File: src/rtl/booth_pkg.sv
// booth_pkg: shared types and helpers for the radix-4 Booth sequential multiplier.
// Holds the FSM state encoding, the Booth digit representation, the triplet
// encoder and the digit-count helper used to size the iteration loop.
package booth_pkg;

    // Controller states: waiting for operands, retiring digits, holding a result.
    typedef enum logic [1:0] {
        IDLE = 2'd0,
        BUSY = 2'd1,
        DONE = 2'd2
    } booth_state_t;

    // One radix-4 Booth digit in sign/magnitude form.
    // Value = (neg ? -1 : +1) * (two ? 2 : one ? 1 : 0).
    typedef struct packed {
        logic neg;
        logic one;
        logic two;
    } booth_digit_t;

    // Recode the triplet {x[2k+1], x[2k], x[2k-1]} into a digit in {-2..+2}.
    // 3'b111 is encoded as a plain zero (neg cleared) so it contributes no
    // negate carry into the accumulator.
    function automatic booth_digit_t booth_encode(input logic [2:0] trip);
        booth_digit_t d;
        d = '0;
        case (trip)
            3'b001,
            3'b010: d.one = 1'b1;                 // +1
            3'b011: d.two = 1'b1;                 // +2
            3'b100: begin                         // -2
                d.neg = 1'b1;
                d.two = 1'b1;
            end
            3'b101,
            3'b110: begin                         // -1
                d.neg = 1'b1;
                d.one = 1'b1;
            end
            default: d = '0;                      // 000, 111 -> 0
        endcase
        return d;
    endfunction

    // Number of Booth digits needed for an exact product. Unsigned operands
    // need one extra digit so the zero-extended top bit is recoded.
    function automatic int booth_digits(input int width, input logic signed_mode);
        return signed_mode ? (width / 2) : (width / 2 + 1);
    endfunction

endpackage

File: src/rtl/booth_pp_sel.sv
// booth_pp_sel: combinational partial-product selector for one Booth digit.
// Picks 0, 1x or 2x of the extended multiplicand and, for negative digits,
// outputs the one's complement; the +1 that completes the two's complement is
// returned separately as neg_carry so it can ride in the accumulator add.
module booth_pp_sel
    import booth_pkg::*;
#(
    parameter int WIDTH = 8
) (
    input  booth_digit_t       digit,
    input  logic [WIDTH+1:0]   mcand,
    output logic [WIDTH+2:0]   pp,
    output logic               neg_carry
);

    logic [WIDTH+2:0] mcand_x1;
    logic [WIDTH+2:0] mcand_x2;
    logic [WIDTH+2:0] mag;

    // The extended multiplicand only uses WIDTH+1 significant bits, so a
    // one-bit left shift into WIDTH+3 bits is exact.
    assign mcand_x1 = {mcand[WIDTH+1], mcand};
    assign mcand_x2 = {mcand, 1'b0};

    // Select the digit magnitude.
    always_comb begin
        mag = '0;
        if (digit.one) begin
            mag = mcand_x1;
        end else if (digit.two) begin
            mag = mcand_x2;
        end
    end

    // Conditional inversion, bit by bit.
    generate
        for (genvar gi = 0; gi < WIDTH + 3; gi++) begin : g_inv
            assign pp[gi] = mag[gi] ^ digit.neg;
        end
    endgenerate

    assign neg_carry = digit.neg;

endmodule

File: src/rtl/booth_mult_seq.sv
// booth_mult_seq: iterative radix-4 Booth multiplier, one digit per cycle.
// Valid/ready on both sides; the result is held in DONE until accepted.
// Optional build macro BOOTH_ZERO_SKIP_EN: a zero operand finishes after a
// single BUSY cycle with a zero product instead of walking every digit.
module booth_mult_seq
    import booth_pkg::*;
#(
    parameter int WIDTH = 8
) (
    input  logic                 CLK,
    input  logic                 RESET,
    input  logic                 in_valid,
    output logic                 in_ready,
    input  logic [WIDTH-1:0]     x,
    input  logic [WIDTH-1:0]     y,
    input  logic                 is_signed,
    output logic                 out_valid,
    input  logic                 out_ready,
    output logic [2*WIDTH-1:0]   product,
    output logic                 busy
);

    localparam int ACC_W      = 2 * WIDTH + 4;
    localparam int N_SIGNED   = booth_digits(WIDTH, 1'b1);
    localparam int N_UNSIGNED = booth_digits(WIDTH, 1'b0);
    localparam int CNT_W      = $clog2(N_UNSIGNED + 1);

    // Reject operand widths the digit recoding cannot handle.
    generate
        if ((WIDTH % 2 != 0) || (WIDTH < 4)) begin : g_bad_width
            $error("booth_mult_seq: WIDTH must be even and >= 4");
        end
    endgenerate

    // Architectural state
    booth_state_t          state_reg, state_next;
    logic [WIDTH+2:0]      x_reg, x_next;        // {x_ext, x[-1]}, shifts right 2 per digit
    logic [WIDTH+1:0]      y_reg, y_next;        // extended multiplicand
    logic [CNT_W-1:0]      cnt_reg, cnt_next;    // digit index k
    logic [CNT_W-1:0]      last_reg, last_next;  // index of the final digit
    logic [ACC_W-1:0]      acc_reg, acc_next;
    logic [2*WIDTH-1:0]    product_reg, product_next;
    logic                  out_valid_reg, out_valid_next;
`ifdef BOOTH_ZERO_SKIP_EN
    logic                  zero_reg, zero_next;  // a captured operand was zero
`endif

    // Datapath wires
    booth_digit_t          digit;
    logic [WIDTH+2:0]      pp;
    logic                  neg_carry;
    logic [ACC_W-1:0]      pp_ext;
    logic [ACC_W-1:0]      cin_ext;
    logic [CNT_W:0]        shamt;
    logic [ACC_W-1:0]      acc_sum;
    logic [WIDTH+1:0]      x_ext;
    logic [WIDTH+1:0]      y_ext;
    logic                  last_digit;

    // Operand extension at capture: sign- or zero-extend by two bits.
    assign x_ext = is_signed ? {{2{x[WIDTH-1]}}, x} : {2'b00, x};
    assign y_ext = is_signed ? {{2{y[WIDTH-1]}}, y} : {2'b00, y};

    // The low three bits of the shifting multiplier are always the current triplet.
    assign digit = booth_encode(x_reg[2:0]);

    booth_pp_sel #(
        .WIDTH (WIDTH)
    ) u_pp_sel (
        .digit     (digit),
        .mcand     (y_reg),
        .pp        (pp),
        .neg_carry (neg_carry)
    );

    // Weight the partial product and its negate carry by 4^k in one add.
    assign pp_ext  = {{(WIDTH + 1){pp[WIDTH+2]}}, pp};
    assign cin_ext = ACC_W'(neg_carry);
    assign shamt   = {cnt_reg, 1'b0};
    assign acc_sum = acc_reg + (pp_ext << shamt) + (cin_ext << shamt);

`ifdef BOOTH_ZERO_SKIP_EN
    assign last_digit = (cnt_reg == last_reg) || zero_reg;
`else
    assign last_digit = (cnt_reg == last_reg);
`endif

    // Handshake outputs; in_ready is masked by RESET so nothing is accepted
    // on a cycle that is about to be discarded.
    assign in_ready  = (state_reg == IDLE) && !RESET;
    assign out_valid = out_valid_reg;
    assign product   = product_reg;
    assign busy      = (state_reg != IDLE);

    // Next-state, datapath update and result capture.
    always_comb begin
        state_next     = state_reg;
        x_next         = x_reg;
        y_next         = y_reg;
        cnt_next       = cnt_reg;
        last_next      = last_reg;
        acc_next       = acc_reg;
        product_next   = product_reg;
        out_valid_next = out_valid_reg;
`ifdef BOOTH_ZERO_SKIP_EN
        zero_next      = zero_reg;
`endif
        case (state_reg)
            IDLE: begin
                if (in_valid && in_ready) begin
                    x_next     = {x_ext, 1'b0};
                    y_next     = y_ext;
                    cnt_next   = '0;
                    acc_next   = '0;
                    last_next  = is_signed ? CNT_W'(N_SIGNED - 1) : CNT_W'(N_UNSIGNED - 1);
`ifdef BOOTH_ZERO_SKIP_EN
                    zero_next  = (x == '0) || (y == '0);
`endif
                    state_next = BUSY;
                end
            end
            BUSY: begin
                x_next   = x_reg >> 2;
                acc_next = acc_sum;
                cnt_next = cnt_reg + CNT_W'(1);
                if (last_digit) begin
`ifdef BOOTH_ZERO_SKIP_EN
                    product_next = zero_reg ? '0 : acc_sum[2*WIDTH-1:0];
`else
                    product_next = acc_sum[2*WIDTH-1:0];
`endif
                    out_valid_next = 1'b1;
                    state_next     = DONE;
                end
            end
            DONE: begin
                if (out_ready) begin
                    out_valid_next = 1'b0;
                    state_next     = IDLE;
                end
            end
            default: begin
                out_valid_next = 1'b0;
                state_next     = IDLE;
            end
        endcase
    end

    // State and datapath registers with synchronous reset.
    always_ff @(posedge CLK) begin
        if (RESET) begin
            state_reg     <= IDLE;
            x_reg         <= '0;
            y_reg         <= '0;
            cnt_reg       <= '0;
            last_reg      <= '0;
            acc_reg       <= '0;
            product_reg   <= '0;
            out_valid_reg <= 1'b0;
`ifdef BOOTH_ZERO_SKIP_EN
            zero_reg      <= 1'b0;
`endif
        end else begin
            state_reg     <= state_next;
            x_reg         <= x_next;
            y_reg         <= y_next;
            cnt_reg       <= cnt_next;
            last_reg      <= last_next;
            acc_reg       <= acc_next;
            product_reg   <= product_next;
            out_valid_reg <= out_valid_next;
`ifdef BOOTH_ZERO_SKIP_EN
            zero_reg      <= zero_next;
`endif
        end
    end

endmodule

File: config.mk
export PLATFORM = sky130hd
export DESIGN_NAME = booth_mult_seq
export DESIGN_NICKNAME = d
export VERILOG_FILES = /design/src/rtl/booth_pkg.sv /design/src/rtl/booth_pp_sel.sv /design/src/rtl/booth_mult_seq.sv
export SDC_FILE = /design/constraint.sdc
export NUM_CORES = 1
export LEC_CHECK = 0
export ABC_CLOCK_PERIOD_IN_PS = 4400
export BUFFER_PORTS_ARGS = -buffer_cell sky130_fd_sc_hd__buf_2
export CORE_UTILIZATION = 50
export DETAILED_ROUTE_END_ITERATION = 6
export PLACE_DENSITY = 0.69
export SLEW_MARGIN = 10
export SYNTH_ARGS = -nofsm -noshare
export SYNTH_HDL_FRONTEND = slang
export SYNTH_SLANG_ARGS = --single-unit
File: constraint.sdc
create_clock -name CLK -period 4.4 [get_ports CLK]
set_input_delay 0 -clock CLK [delete_from_list [all_inputs] [get_ports CLK]]
set_output_delay 0 -clock CLK [all_outputs]
set_load 0.03 [all_outputs]
==> summary.md <==
| Metric | Value |
|---|---|
| Max Slew Vio Count | 0 |
| Crit path kind | reg2reg |
| Synth-to-Final Area Change | 17.7% |
| Maximum clock insertion buffer count | 2 |
| Num ports | 40 |
| WL/cell | 15.1 um |
| Final worst path period need | 4160 ps |
| Relative max-transition margin | 19.3% |
| Clk network pwr share | 31.3% |
| Min-delay worst type | in2reg |
| Die area | 8030 sq um |
| CP required | 4670 ps |
| Via count of the first global-routing pass | 3294 |
| First DRT Iteration DRCs | 175 |
| GPL Wtd Cong | 0.920 |
| Num rows | 31 |
| Synth Warn # | 0 |
| Routed Antenna Nets | 0 |
| Skew final | 12.1 ps |
| Worst-skew pair later-pin latency | 350 ps |
| Pleak | 1.96 nW |
| Mux share of post-synthesis cell area | 1.34% |
| Share of flip-flops with an asynchronous set or reset | 0% |
| P_sw | 0.509 mW |
| Worst Hold Slack | 278 ps |
| Sequential Power Share | 41.9% |
| Pwr dens | 319 nW/um^2 |
| Hold path depth | 2 |
| Syn Nets | 541 |
| Initial antenna violation count | 0 |
| Hold Crit Start | RESET |
| Crit. End Element | register |
| 1st-pass router iterations | 5 |
| Adder-cell share of the synthesized area | 11.9% |
| Commonest non-fill, non-tap cell in the layout | nand2_1 |
| Worst Path Arrival | 4430 ps |
| Start of the worst register-to-register path | x_reg[0]$_SDFFE_PP0P_ |
| Peak VDD IR | 0.279 mV |
| CTS Root Cell | clkbuf_8 |
| CTS tree | yes |
| CP max FO | 8 |
| Filler instances | 637 |
| Layout cells sized above 1 | 15.5% |
| Largest family of logic cells by synthesized area | simple AND/OR/NAND/NOR gates |
| Ys flop type | dfxtp_1 |
| First-pass GRT wire length | 15.8 mm |
| Clk sinks | 59 |
| IO buf count | 39 |
| Sequential share of the synthesized area | 30.8% |
| Netlist cell types | 59 |
| Least-Margin Pin Slew | 1210 ps |
| Final Power | 1.44 mW |
| Setup TNS | 0 ps |
| F_max | 0.240 GHz |
| Comb pwr share | 26.8% |
| Total CTS buffers | 9 |
| Final Hold Fails | 0 |
| # nets final | 590 |
| Critical path origin | x_reg[0]$_SDFFE_PP0P_ |
| DRC | 0 |
| Post-Synth XOR/XNOR Area | 6.13% |
| CP Launch Type | register |
| Number of synthesized flops with an enable pin | 0 |
| HPWL after DPL | 6.56 mm |
| Outcome | complete, no violations |
| Total core area | 7330 sq um |
| Dpl cell area | 4120 sq um |
| Max Cap Viol | 0 |
| Synth Area in Compound Gates | 21.3% |
| Post-Syn Instances | 489 |
| Initial Util | 52.4% |
| Gr usage total | 25.9% |
| Worst-path clk slew | 80 ps |
| H-Tree Depth | 3 |
| Pint | 0.932 mW |
| Register bit total from synthesis | 59 |
| Net Sw Frac | 35.3% |
| Routed wire length | 9.67 mm |
| Most frequent cells in the layout | nand2_1, a21oi_1, dfxtp_1 |
| Syn Area/Cell | 7.85 sq um |
| Vias per std cell | 5.62 |
| Via count | 3611 |
| Die width | 89.6 um |
| Final instance area | 4520 sq um |
| DIE HEIGHT | 89.6 um |
| R2R depth | 16 |
| Largest net degree at the start of global routing | 53 |
| ANT cells | 0 |
| Final Setup Violations | 0 |
| Simple-gate share of the synthesized area | 23.8% |
| Grt ovf | 0 |
| Post-Syn Area | 3840 sq um |
| Final period util | 94.5% |
| Util after Layout | 61.6% |
## cell usage after synthesis (all sizes together), types with 2 or more instances
master	n	area [sq um]
inv	15	56.3
nand4b	3	26.3
a211oi	6	50.1
xor2	13	114
buf	9	40.0
o21a	4	30.0
or3	2	12.5
o32ai	2	17.5
nor4	2	12.5
nor2	37	139
nor3	5	25.0
xnor2	13	121
a21o	8	60.1
or2	4	25.0
dfxtp	59	1180
o22ai	2	12.5
and4	2	17.5
mux2i	4	40.0
o21ai	8	40.0
nand4	5	31.3
a22oi	8	60.1
nand2b	6	37.5
or4	2	15.0
o211ai	2	15.0
nand2	83	312
a21oi	59	295
fa	9	180
a31oi	5	31.3
clkbuf	24	90.1
o31ai	2	15.0
a2111oi	2	23.8
nor2b	6	37.5
a221oi	3	32.5
ha	22	275
nand3b	2	15.0
and2	3	18.8
o221ai	4	47.6
nand3	29	145
o22a	2	17.5
## path summary, 6_finish.rpt
check	to	slack (ps)
max	product[13]$_SDFFE_PP0P_	240
min	acc_reg[0]$_SDFFE_PP0P_	280
min reg2reg	product[4]$_SDFFE_PP0P_	450
max reg2reg	product[13]$_SDFFE_PP0P_	240
## critical path, cell delays in order, from the launching register on
cell,delay [ps]
dfxtp_1,390
or3b_1,460
buf_4,180
o21ai_0,300
a21oi_1,150
nor2b_1,150
o32ai_1,290
buf_4,180
fa_1,420
ha_1,370
and3_1,220
and4_1,220
a2111oi_4,240
buf_4,180
xnor2_1,130
nand2_1,80
a21oi_1,140
## layer usage
| layer | global-route usage [%] | wire length, um | vias to the layer above |
|---|---|---|---|
| met4 | 8.08 | 182 | 0 |
| met1 | 34.6 | 4650 | 1672 |
| met3 | 5.67 | 398 | 19 |
| li1 | - | - | 1818 |
| met5 | 0 | 0 | - |
| met2 | 41.9 | 4430 | 102 |
## repair_timing
action	in CTS	in global routing
hold buffers	19	0
endpoints found under the setup margin	0	13
setup buffers	0	1
endpoints found under the hold margin	22	0
resized for setup	0	5
## through the flow
step / setup slack (ps) / std cells
after floorplan: 323 / 489
after global placement: 249 / 606
after detailed placement: 107 / 606
after CTS: 74.2 / 641
after global routing: -4.58 / 642
final: 242 / 642
## final cells by class
cell class	count	area [sq um]	area share, %
multi-input combinational	382	2490	55.2
sequential	59	1180	26.2
timing repair buffer	71	483	10.7
clock buffer	10	138	3.05
tap	99	124	2.74
inverter	15	56.3	1.25
clock inverter	6	41.3	0.914
## power groups by stage
stage | Sequential (mW) | Clock (mW) | Combinational (mW)
global placement | 0.614 | 0 | 0.361
finish | 0.604 | 0.451 | 0.386
detailed placement | 0.615 | 0 | 0.366
floorplan | 0.624 | 0 | 0.262
CTS | 0.603 | 0.464 | 0.381
global route | 0.609 | 0.483 | 0.432
## cell families after synthesis
kind of cell,count (synthesis)
AOI/OAI and AO/OA,124
muxes,5
and+or+nand+nor,196
buffers and inverters,48
xor gates and xnor gates,26
DFF,59
adders and majority gates,31
Note: power is estimated with default switching activity, not from simulation.
